File: config.mk
export PLATFORM = sky130hd
export DESIGN_NAME = lane_rr_arbiter
export DESIGN_NICKNAME = d
export VERILOG_FILES = /design/src/rtl/lane_rr_arbiter.sv
export SDC_FILE = /design/constraint.sdc
export NUM_CORES = 1
export LEC_CHECK = 0
export ABC_AREA = 1
export ABC_CLOCK_PERIOD_IN_PS = 3700
export BUFFER_PORTS_ARGS = -buffer_cell sky130_fd_sc_hd__clkbuf_2
export CORE_MARGIN = 2
export CORE_UTILIZATION = 40
export CTS_BUF_LIST = sky130_fd_sc_hd__clkbuf_8
export DETAILED_ROUTE_END_ITERATION = 12
export GPL_TIMING_DRIVEN = 0
export HOLD_SLACK_MARGIN = 0.02
export PLACE_DENSITY_LB_ADDON = 0.2
export SLEW_MARGIN = 40
export SYNTH_ARGS = -nofsm -noshare
export SYNTH_HDL_FRONTEND = slang
export SYNTH_SLANG_ARGS = --single-unit
File: constraint.sdc
create_clock -name clk -period 3.7 [get_ports clk]
set_input_delay 0.555 -clock clk [delete_from_list [all_inputs] [get_ports clk]]
set_output_delay 0.555 -clock clk [all_outputs]
set_load 0.05 [all_outputs]
File: src/rtl/lane_rr_arbiter.sv
// Round-robin arbiter for up to 7 aggregation lanes; emits a registered 3-bit
// lane-select code (0 = idle, k = lane k-1) with a hold timeout and exit bubble.
module lane_rr_arbiter #(
  parameter int NUM_LANES = 7,
  parameter int HOLD_MAX  = 16
) (
  input  logic                 clk,
  input  logic                 rst_n,
  input  logic [NUM_LANES-1:0] req,
  input  logic                 release_i,
  output logic [2:0]           gnt_code,
  output logic                 gnt_valid,
  output logic                 timeout_p
);

  typedef enum logic {
    IDLE  = 1'b0,
    GRANT = 1'b1
  } state_t;

  state_t     state_q, state_d;
  logic [2:0] ptr_q, ptr_d;
  logic [7:0] cnt_q, cnt_d;
  logic [2:0] gnt_code_q, gnt_code_d;
  logic       gnt_valid_q, gnt_valid_d;
  logic       timeout_p_q, timeout_p_d;

  // Padded copy so the rotating search can index with a full 3-bit value.
  logic [7:0] req_ext;
  assign req_ext = 8'(req);

  // One-hot of the lane currently held, derived from the registered code.
  logic [NUM_LANES-1:0] gnt_onehot;
  for (genvar gi = 0; gi < NUM_LANES; gi++) begin : g_onehot
    assign gnt_onehot[gi] = (gnt_code_q == 3'(gi + 1));
  end

  logic req_g;
  assign req_g = |(req & gnt_onehot);

  logic hold_expired;
  assign hold_expired = (cnt_q == 8'(HOLD_MAX - 1));

  logic [2:0] g_idx;
  logic [2:0] ptr_after_g;
  assign g_idx       = gnt_code_q - 3'd1;
  assign ptr_after_g = (g_idx == 3'(NUM_LANES - 1)) ? 3'd0 : g_idx + 3'd1;

  // Rotating priority search starting at ptr_q, wrapping modulo NUM_LANES.
  logic       found;
  logic [2:0] sel_lane;
  logic [3:0] cand;
  always_comb begin
    found    = 1'b0;
    sel_lane = 3'd0;
    cand     = 4'd0;
    for (int k = 0; k < NUM_LANES; k++) begin
      cand = {1'b0, ptr_q} + 4'(k);
      if (cand >= 4'(NUM_LANES)) begin
        cand = cand - 4'(NUM_LANES);
      end
      if (!found && req_ext[cand[2:0]]) begin
        found    = 1'b1;
        sel_lane = cand[2:0];
      end
    end
  end

  always_comb begin
    state_d     = state_q;
    ptr_d       = ptr_q;
    cnt_d       = cnt_q;
    gnt_code_d  = gnt_code_q;
    timeout_p_d = 1'b0;
    case (state_q)
      IDLE: begin
        gnt_code_d = 3'd0;
        if (found) begin
          gnt_code_d = sel_lane + 3'd1;
          cnt_d      = 8'd0;
          state_d    = GRANT;
        end
      end
      GRANT: begin
        if (release_i || !req_g || hold_expired) begin
          // Exiting always yields a code-0 cycle before any new grant.
          gnt_code_d  = 3'd0;
          ptr_d       = ptr_after_g;
          state_d     = IDLE;
          timeout_p_d = hold_expired && !release_i && req_g;
        end else if (cnt_q != 8'hFF) begin
          cnt_d = cnt_q + 8'd1;
        end
      end
      default: begin
        state_d    = IDLE;
        gnt_code_d = 3'd0;
      end
    endcase
    gnt_valid_d = (gnt_code_d != 3'd0);
  end

  always_ff @(posedge clk or negedge rst_n) begin
    if (!rst_n) begin
      state_q     <= IDLE;
      ptr_q       <= 3'd0;
      cnt_q       <= 8'd0;
      gnt_code_q  <= 3'd0;
      gnt_valid_q <= 1'b0;
      timeout_p_q <= 1'b0;
    end else begin
      state_q     <= state_d;
      ptr_q       <= ptr_d;
      cnt_q       <= cnt_d;
      gnt_code_q  <= gnt_code_d;
      gnt_valid_q <= gnt_valid_d;
      timeout_p_q <= timeout_p_d;
    end
  end

  assign gnt_code  = gnt_code_q;
  assign gnt_valid = gnt_valid_q;
  assign timeout_p = timeout_p_q;

endmodule

# After elaboration in Yosys (flattened, before gate mapping)

Index checks and enable logic that the tools add are counted.

Add/subtract/negate cells: 17
$lt $le $gt $ge: 14
Equal/unequal tests: 13
Mux-type cells: 48
Bitwise logic cells: 2
Reduce and logical (&&, ||, !) cells: 22

Operators by type and width:

| kind                | count |
|---|---|
| $mux 3              | 17 |
| $lt 3x4->1 const B  | 7 |
| $ge 4x3->1 const B  | 6 |
| $mux 8              | 3 |
| $bmux 1 s3          | 7 |
| $sub 3x3->3 const B | 7 |
| $mux 1              | 18 |
| $pmux 8 s2          | 1 |
| $eq 3x3->1 const B  | 5 |
| $add 3x3->4 const B | 3 |
| $add 3x2->4 const B | 2 |
| $add 8x1->8 const B | 1 |
| $eq 8x4->1 const B  | 1 |
| $logic_and 1x1->1   | 8 |
| $logic_not 1->1     | 8 |
| $ne 8x8->1 const B  | 1 |
| $and 7x7->7         | 1 |
| $reduce_or 7->1     | 1 |
| $add 3x1->3 const B | 2 |
| $eq 3x2->1 const B  | 2 |
| $pmux 3 s2          | 1 |
| $add 3x1->4 const B | 1 |
| $ne 2x2->1 const B  | 2 |
| $eq 3x1->1 const B  | 1 |
| 9 further kinds     | 10 |

Flip-flop bits (word level): 17
Input bits: 10
Output and inout port bits: 5
Logic and storage cells: 122

# Logic depth before layout (Yosys ltp)

Gate-level depths: netlist of the first run.

Depth in word-level cells: 27
Mapped depth: 26
Mapped depth without buffers: 25

# Least setup slack after synthesis of the first run

OpenSTA, ideal clock, no wires.

Kind: reg2reg
From: reg ptr_q[1]
To: reg gnt_valid_q, in the netlist gnt_valid
Setup time: 0.127 ns
Arrival time: 3.219 ns
Data required time: 3.573 ns
Slack: 0.355 ns
Cell stages (with the launch flop): 24
Path buffers: 0
Clock period less this slack: 3.345 ns
Cell sequence: dfrtp_1 -> inv_1 -> ha_1 -> inv_1 -> fa_1 -> inv_1 -> nand2_2 -> nand2_4 -> inv_2 -> nand2_1 -> nand3_1 -> nand3b_1 -> nand2_2 -> nand3_1 -> nor2_1 -> a311oi_1 -> o21ai_0 -> a21oi_1 -> o21ai_0 -> ha_1 -> nand2_1 -> o21ai_0 -> nor2_1 -> nand3_1

Word-level cells in the longest chain between the ends: 27
Elaborated cells on any way between the ends: 71
Those cells by class: add/sub: 14; order compare: 7; mux: 37; reduce/logical: 13

RTL lines:

| item                                                                 | line | RTL |
|---|---|---|
| from (decl)                                                          | 22   | `logic [2:0] ptr_q, ptr_d;` |
| from (signal assigned)                                               | 113  | `ptr_q <= ptr_d;` |
| parallel branches: the longest is 24 deep, another holds $add 3x1->4 | -    |  |
| $mux 3 (*)                                                           | 78   | `if (found) begin` |
| $pmux 3 s2 (*)                                                       | 75   | `case (state_q)` |
| net gnt_code_d[1]                                                    | 24   | `logic [2:0] gnt_code_q, gnt_code_d;` |
| $reduce_bool 3->1 (*)                                                | 100  | `gnt_valid_d = (gnt_code_d != 3'd0);` |
| net gnt_valid_d                                                      | 25   | `logic gnt_valid_q, gnt_valid_d;` |
| to (signal assigned)                                                 | 116  | `gnt_valid_q <= gnt_valid_d;` |
| to (decl)                                                            | 25   |  |

Mark *: on every way through the listed nets, which the timed path passes. The select of a mux whose other input is x is not followed.
A chain may end at the register's enable or synchronous reset.

# Worst setup path after layout of the first run

From: reg ptr_q[0]
To: reg gnt_valid_q, in the netlist gnt_valid

The elaborated chain is that of the path after synthesis.

==> flow_metrics.tcl, run 1 <==
set metrics [dict create \
    status "finished, final reports clean" \
    synth.distinct_cells 38 \
    synth_nets 420 \
    required_ns 3.84 \
    final_common_cell "nand2_1" \
    cts.sinks 17 \
    synth_area_sq_mm 0.00246 \
    post-route-period-util 0.932 \
    grt.total_usage 0.186 \
    numPortBuffers 14 \
    ant_nets 0 \
    antenna_found_initial 0 \
    worst_pin_slew_ns 0.470 \
    fin_nets 446 \
    routed_wirelength_mm 6.25 \
    clockBufferDepth 2 \
    final_hold_viol_count 0 \
    gp_congestion 0.851 \
    vias_per_cell 4.97 \
    ys_seq_area_frac 0.173 \
    avgSynthCellArea_sq_um 6.25 \
    drc 0 \
    utilization 0.466 \
    leakage_nw 1.41 \
    ios 15 \
    r2r-start "ptr_q[0]" \
    die_y_um 82.5 \
    fill_cells 624 \
    end_kind "register" \
    cts-hold-fix-buffers 0 \
    cts_tree "yes" \
    skew_ns 0.00165 \
    hpwl_mm 5.03 \
    final_cell_mix "106 x nand2_1, 56 x nand3_1, 53 x inv_1" \
    slew-limit-headroom 0.684 \
    cts_buffers 3 \
    setup_viol 0 \
    routedWlPerCell_um 12.7 \
    hold_path_class "in2async" \
    max_freq_mhz 290 \
    worstSetupPathType "reg2reg" \
    powerDensity_mw_per_mm2 946 \
    routed-via-count 2453 \
    drtIter0Drc 137 \
    grt_max_degree 18 \
    rows 28 \
    ir_drop_mv 0.414 \
    rsz0062_at_grt "false" \
    yosys_warnings 0 \
    diodes 0 \
    clk_latency_ns 0.25 \
    drive_gt1_frac 0.220 \
    multiInputGateArea_sq_mm 0.00177 \
    start_util 0.416 \
    dpl_worst_slack_ns -0.230 \
    core_area_sq_mm 0.00592 \
    worst_setup_path_start_kind "register" \
    clock-root-buffer "clkbuf_8" \
    grt_overflow 0 \
    area_delta_synth_final_pct 12.1 \
    dieWidth_um 82.5 \
    dieArea_sq_mm 0.00680 \
    worstPathArrival_ns 3.58 \
    final_cells 494 \
    grt_pass1_wl_mm 9.91 \
    slew_viol_final 0 \
    firstDrtPassIters 4 \
    syn_inst 394 \
    ys_seq_elements 17 \
    clk_pin_slew_ns 0.07 \
    cp_max_fo 12 \
    fin_ws_ns 0.253 \
    grt_pass1_vias 2081 \
    min_period_ns 3.45 \
    crit_path_start "ptr_q[0]" \
    cts_max_level 1 \
    seq_area_sq_um 427 \
    maxCapViolCount 0 \
    placedCellCount 483 \
]
[registers in the layout (all words and copies together) (netlist names)]
| signal | cells |
|---|---|
| cnt_q | 8 |
| gnt_code | 3 |
| ptr_q | 3 |
| gnt_valid | 1 |
| state_q | 1 |
| timeout_p | 1 |
[per-stage QoR]
step	hold WS, ns	cell area (sq um)	TNS [ns]	total power, mW
after floorplan	0.259	2460	0	1.96
after global placement	0.512	2630	-0.356	2.34
after detailed placement	0.512	2630	-0.314	2.36
after CTS	0.240	2680	0	2.52
after global routing	0.262	2760	0	2.88
final	0.232	2760	0	2.61
[logic make-up after synthesis]
logic type	share of synthesized area
simple gates	0.465
compound gates	0.137
flops	0.173
buf+inv	0.119
fa+ha+maj	0.0843
xor+xnor	0.0213
[final timing paths]
kind                                to  slack (ns)  cells past startpoint
min in group clk             timeout_p        0.55                      4
hold reg to reg               cnt_q[2]        0.58                      2
max in group asynchronous     ptr_q[1]        3.13                      1
setup / recovery             gnt_valid        0.25                     21
hold / removal             gnt_code[1]        0.23                      1
setup reg to reg             gnt_valid        0.25                     21
[Yosys cell counts (all sizes together)]
cell / count / area share
nand3: 63 / 0.14
or2: 1 / 0.0025
fa: 1 / 0.0081
nand3b: 2 / 0.0061
o2111ai: 1 / 0.0036
nor3b: 1 / 0.0030
buf: 5 / 0.024
a31oi: 3 / 0.0076
inv: 62 / 0.096
nand2: 126 / 0.22
o21ai: 39 / 0.095
xnor2: 1 / 0.0036
ha: 15 / 0.076
o211ai: 2 / 0.0061
a311oi: 2 / 0.0071
dfrtp: 17 / 0.17
nor2: 31 / 0.059
nor3: 4 / 0.010
nand4: 7 / 0.020
xor2: 5 / 0.018
a21oi: 6 / 0.018
[layer usage]
layer	vias up	track usage	part of all wire	wire length [um]
met1	1094	0.280	0.52	3240
li1	1328	-	-	-
met2	29	0.292	0.46	2860
met3	2	0.0228	0.023	145
met5	-	0	0	0
met4	0	0.0183	0.0013	8
[where the power goes]
group / leakage, nW / internal [mW] / total (mW) / switching, mW
combinational: 1.16 / 0.737 / 2.18 / 1.44
sequential: 0.223 / 0.243 / 0.295 / 0.0522
clock: 0.0269 / 0.0737 / 0.137 / 0.0634
[worst max-delay path, stage by stage, from the launching register on]
cell and delay, ns:
dfrtp_1 0.39, buf_6 0.17, inv_4 0.04, buf_12 0.14, ha_4 0.26, xnor2_1 0.32
o21ai_2 0.16, inv_2 0.08, nand3_1 0.08, nand2_2 0.12, nor2_1 0.07, nand2_1 0.05
o21ai_0 0.11, a311oi_1 0.29, o21ai_1 0.12, a21oi_1 0.13, o21ai_0 0.11, ha_1 0.30
nand2_1 0.07, o21ai_0 0.10, nor2_1 0.12, nand3_1 0.08
[final cells by class]
type	instances	share of cell area
sequential	17	0.155
clock inverter	1	0.00136
buffer	5	0.0213
timing repair buffer	21	0.0444
tap	75	0.0340
multi-input combinational	310	0.643
inverter	62	0.0870
clock buffer	3	0.0150
[what timing repair did]
item,CTS,global route
pin swaps,0,2
endpoints found under the setup margin,3,3
setup buffers,0,7
gates resized for setup,5,11
Note: power is estimated with default switching activity, not from simulation.
==> run 2: changes to the inputs <==
CORE_UTILIZATION = 50   (was 40)
==> flow_metrics.tcl, run 2 (synthesis results as in run 1) <==
set metrics [dict create \
    hold_path_class "in2async" \
    dieArea_sq_mm 0.00550 \
    slew-limit-headroom 0.699 \
    cts.sinks 17 \
    vias_per_cell 5.17 \
    antenna_found_initial 0 \
    multiInputGateArea_sq_mm 0.00180 \
    fin_area_sq_mm 0.00276 \
    regMostFlops "cnt_q" \
    worstPathArrival_ns 3.55 \
    clockBufferDepth 2 \
    worstSetupPathType "reg2reg" \
    max_freq_mhz 293 \
    drtIter0Drc 168 \
    final_cell_mix "105 x nand2_1, 56 x nand3_1, 52 x inv_1" \
    die_y_um 74.2 \
    cts_max_level 1 \
    placed_cell_area_sq_mm 0.00262 \
    gp_congestion 0.885 \
    start_util 0.521 \
    ant_nets 0 \
    cp_max_fo 5 \
    firstDrtPassIters 4 \
    ir_drop_mv 0.349 \
    slew_viol_final 0 \
    ios 15 \
    post-route-period-util 0.923 \
    clk_latency_ns 0.25 \
    worst_pin_slew_ns 0.448 \
    cts_tree "yes" \
    seq_area_sq_um 427 \
    core_area_sq_mm 0.00472 \
    end_kind "register" \
    routedWlPerCell_um 12.5 \
    final_common_cell "nand2_1" \
    clock-root-buffer "clkbuf_8" \
    leakage_nw 1.41 \
    routed-via-count 2503 \
    powerDensity_mw_per_mm2 953 \
    worst_setup_path_start_kind "register" \
    grt_max_degree 18 \
    fin_nets 444 \
    final_hold_viol_count 0 \
    setup_viol 0 \
    grt.total_usage 0.227 \
    grt_overflow 0 \
    fin_ws_ns 0.285 \
    largest_reg_flops 8 \
    dieWidth_um 74.2 \
    rsz0062_at_grt "false" \
    fill_cells 462 \
    numPortBuffers 14 \
    cts_buffers 3 \
    status "finished, final reports clean" \
    skew_ns 0.00321 \
    area_delta_synth_final_pct 12.2 \
    diodes 0 \
    routed_wirelength_mm 6.05 \
    maxCapViolCount 0 \
    drive_gt1_frac 0.223 \
    clk_pin_slew_ns 0.07 \
    grt_pass1_vias 2224 \
    power.total_mw 2.63 \
    min_period_ns 3.41 \
    cts-hold-fix-buffers 0 \
    hpwl_mm 4.91 \
    rows 25 \
    drc 0 \
    required_ns 3.83 \
    utilization 0.585 \
    grt_pass1_wl_mm 10.0 \
    dpl_worst_slack_ns -0.236 \
]
## run 2: worst max-delay path, cell delays in order (launching register included)
cell,delay [ns]
dfrtp_2,0.44
clkinv_4,0.07
ha_1,0.16
inv_1,0.06
fa_2,0.51
o21ai_0,0.30
nand3b_1,0.20
nand2_2,0.12
nand3_2,0.11
nor2_1,0.05
a311oi_2,0.24
o21ai_1,0.11
a21oi_1,0.13
o21ai_0,0.11
ha_1,0.30
nand2_1,0.06
o21ai_0,0.10
nor2_1,0.12
nand3_1,0.09
## run 2: area by class of cell
cell class / instances / share of cell area
clock inverters: 1 / 0.00181
clock buffers: 3 / 0.0149
inverters: 62 / 0.0869
plain buffers: 5 / 0.0213
flip-flops and latches: 17 / 0.154
well taps: 67 / 0.0303
repair buffers: 19 / 0.0389
multi-input cells: 310 / 0.651
## run 2: power breakdown
group	leakage, nW	internal [mW]	switching [mW]	total, mW
combinational	1.16	0.753	1.45	2.20
clock	0.0255	0.0748	0.0644	0.139
sequential	0.223	0.243	0.0528	0.295
total	1.41	1.07	1.56	2.63
## run 2: timing repair
| item | CTS | global route |
|---|---|---|
| buffers inserted | 0 | 5 |
| gates resized for setup | 4 | 14 |
| pin swaps | 0 | 4 |
| endpoints found under the setup margin | 3 | 3 |
## run 2: worst paths after layout
path | end | cells after the start | startpoint | slack [ns]
min in group clk | timeout_p | 4 | release_i | 0.54
max in group asynchronous | ptr_q[1] | 1 | rst_n | 3.14
max reg2reg | gnt_valid | 18 | ptr_q[1] | 0.29
max | gnt_valid | 18 | ptr_q[1] | 0.29
min | gnt_code[2] | 1 | rst_n | 0.23
min reg2reg | cnt_q[1] | 2 | cnt_q[1] | 0.57
## run 2: metal layers
layer | routed length [um] | part of all wire | GRT usage
met3 | 251 | 0.042 | 0.0285
met4 | 36 | 0.0060 | 0.0242
met5 | 0 | 0 | 0
met2 | 2830 | 0.47 | 0.371
met1 | 2930 | 0.49 | 0.331
## run 2: through the flow
stage	hold WS (ns)	TNS (ns)	cells
final	0.232	0	484
after global routing	0.256	0	484
after CTS	0.238	0	479
after detailed placement	0.516	-0.305	475
after global placement	0.508	-0.177	475
after floorplan	0.259	0	394
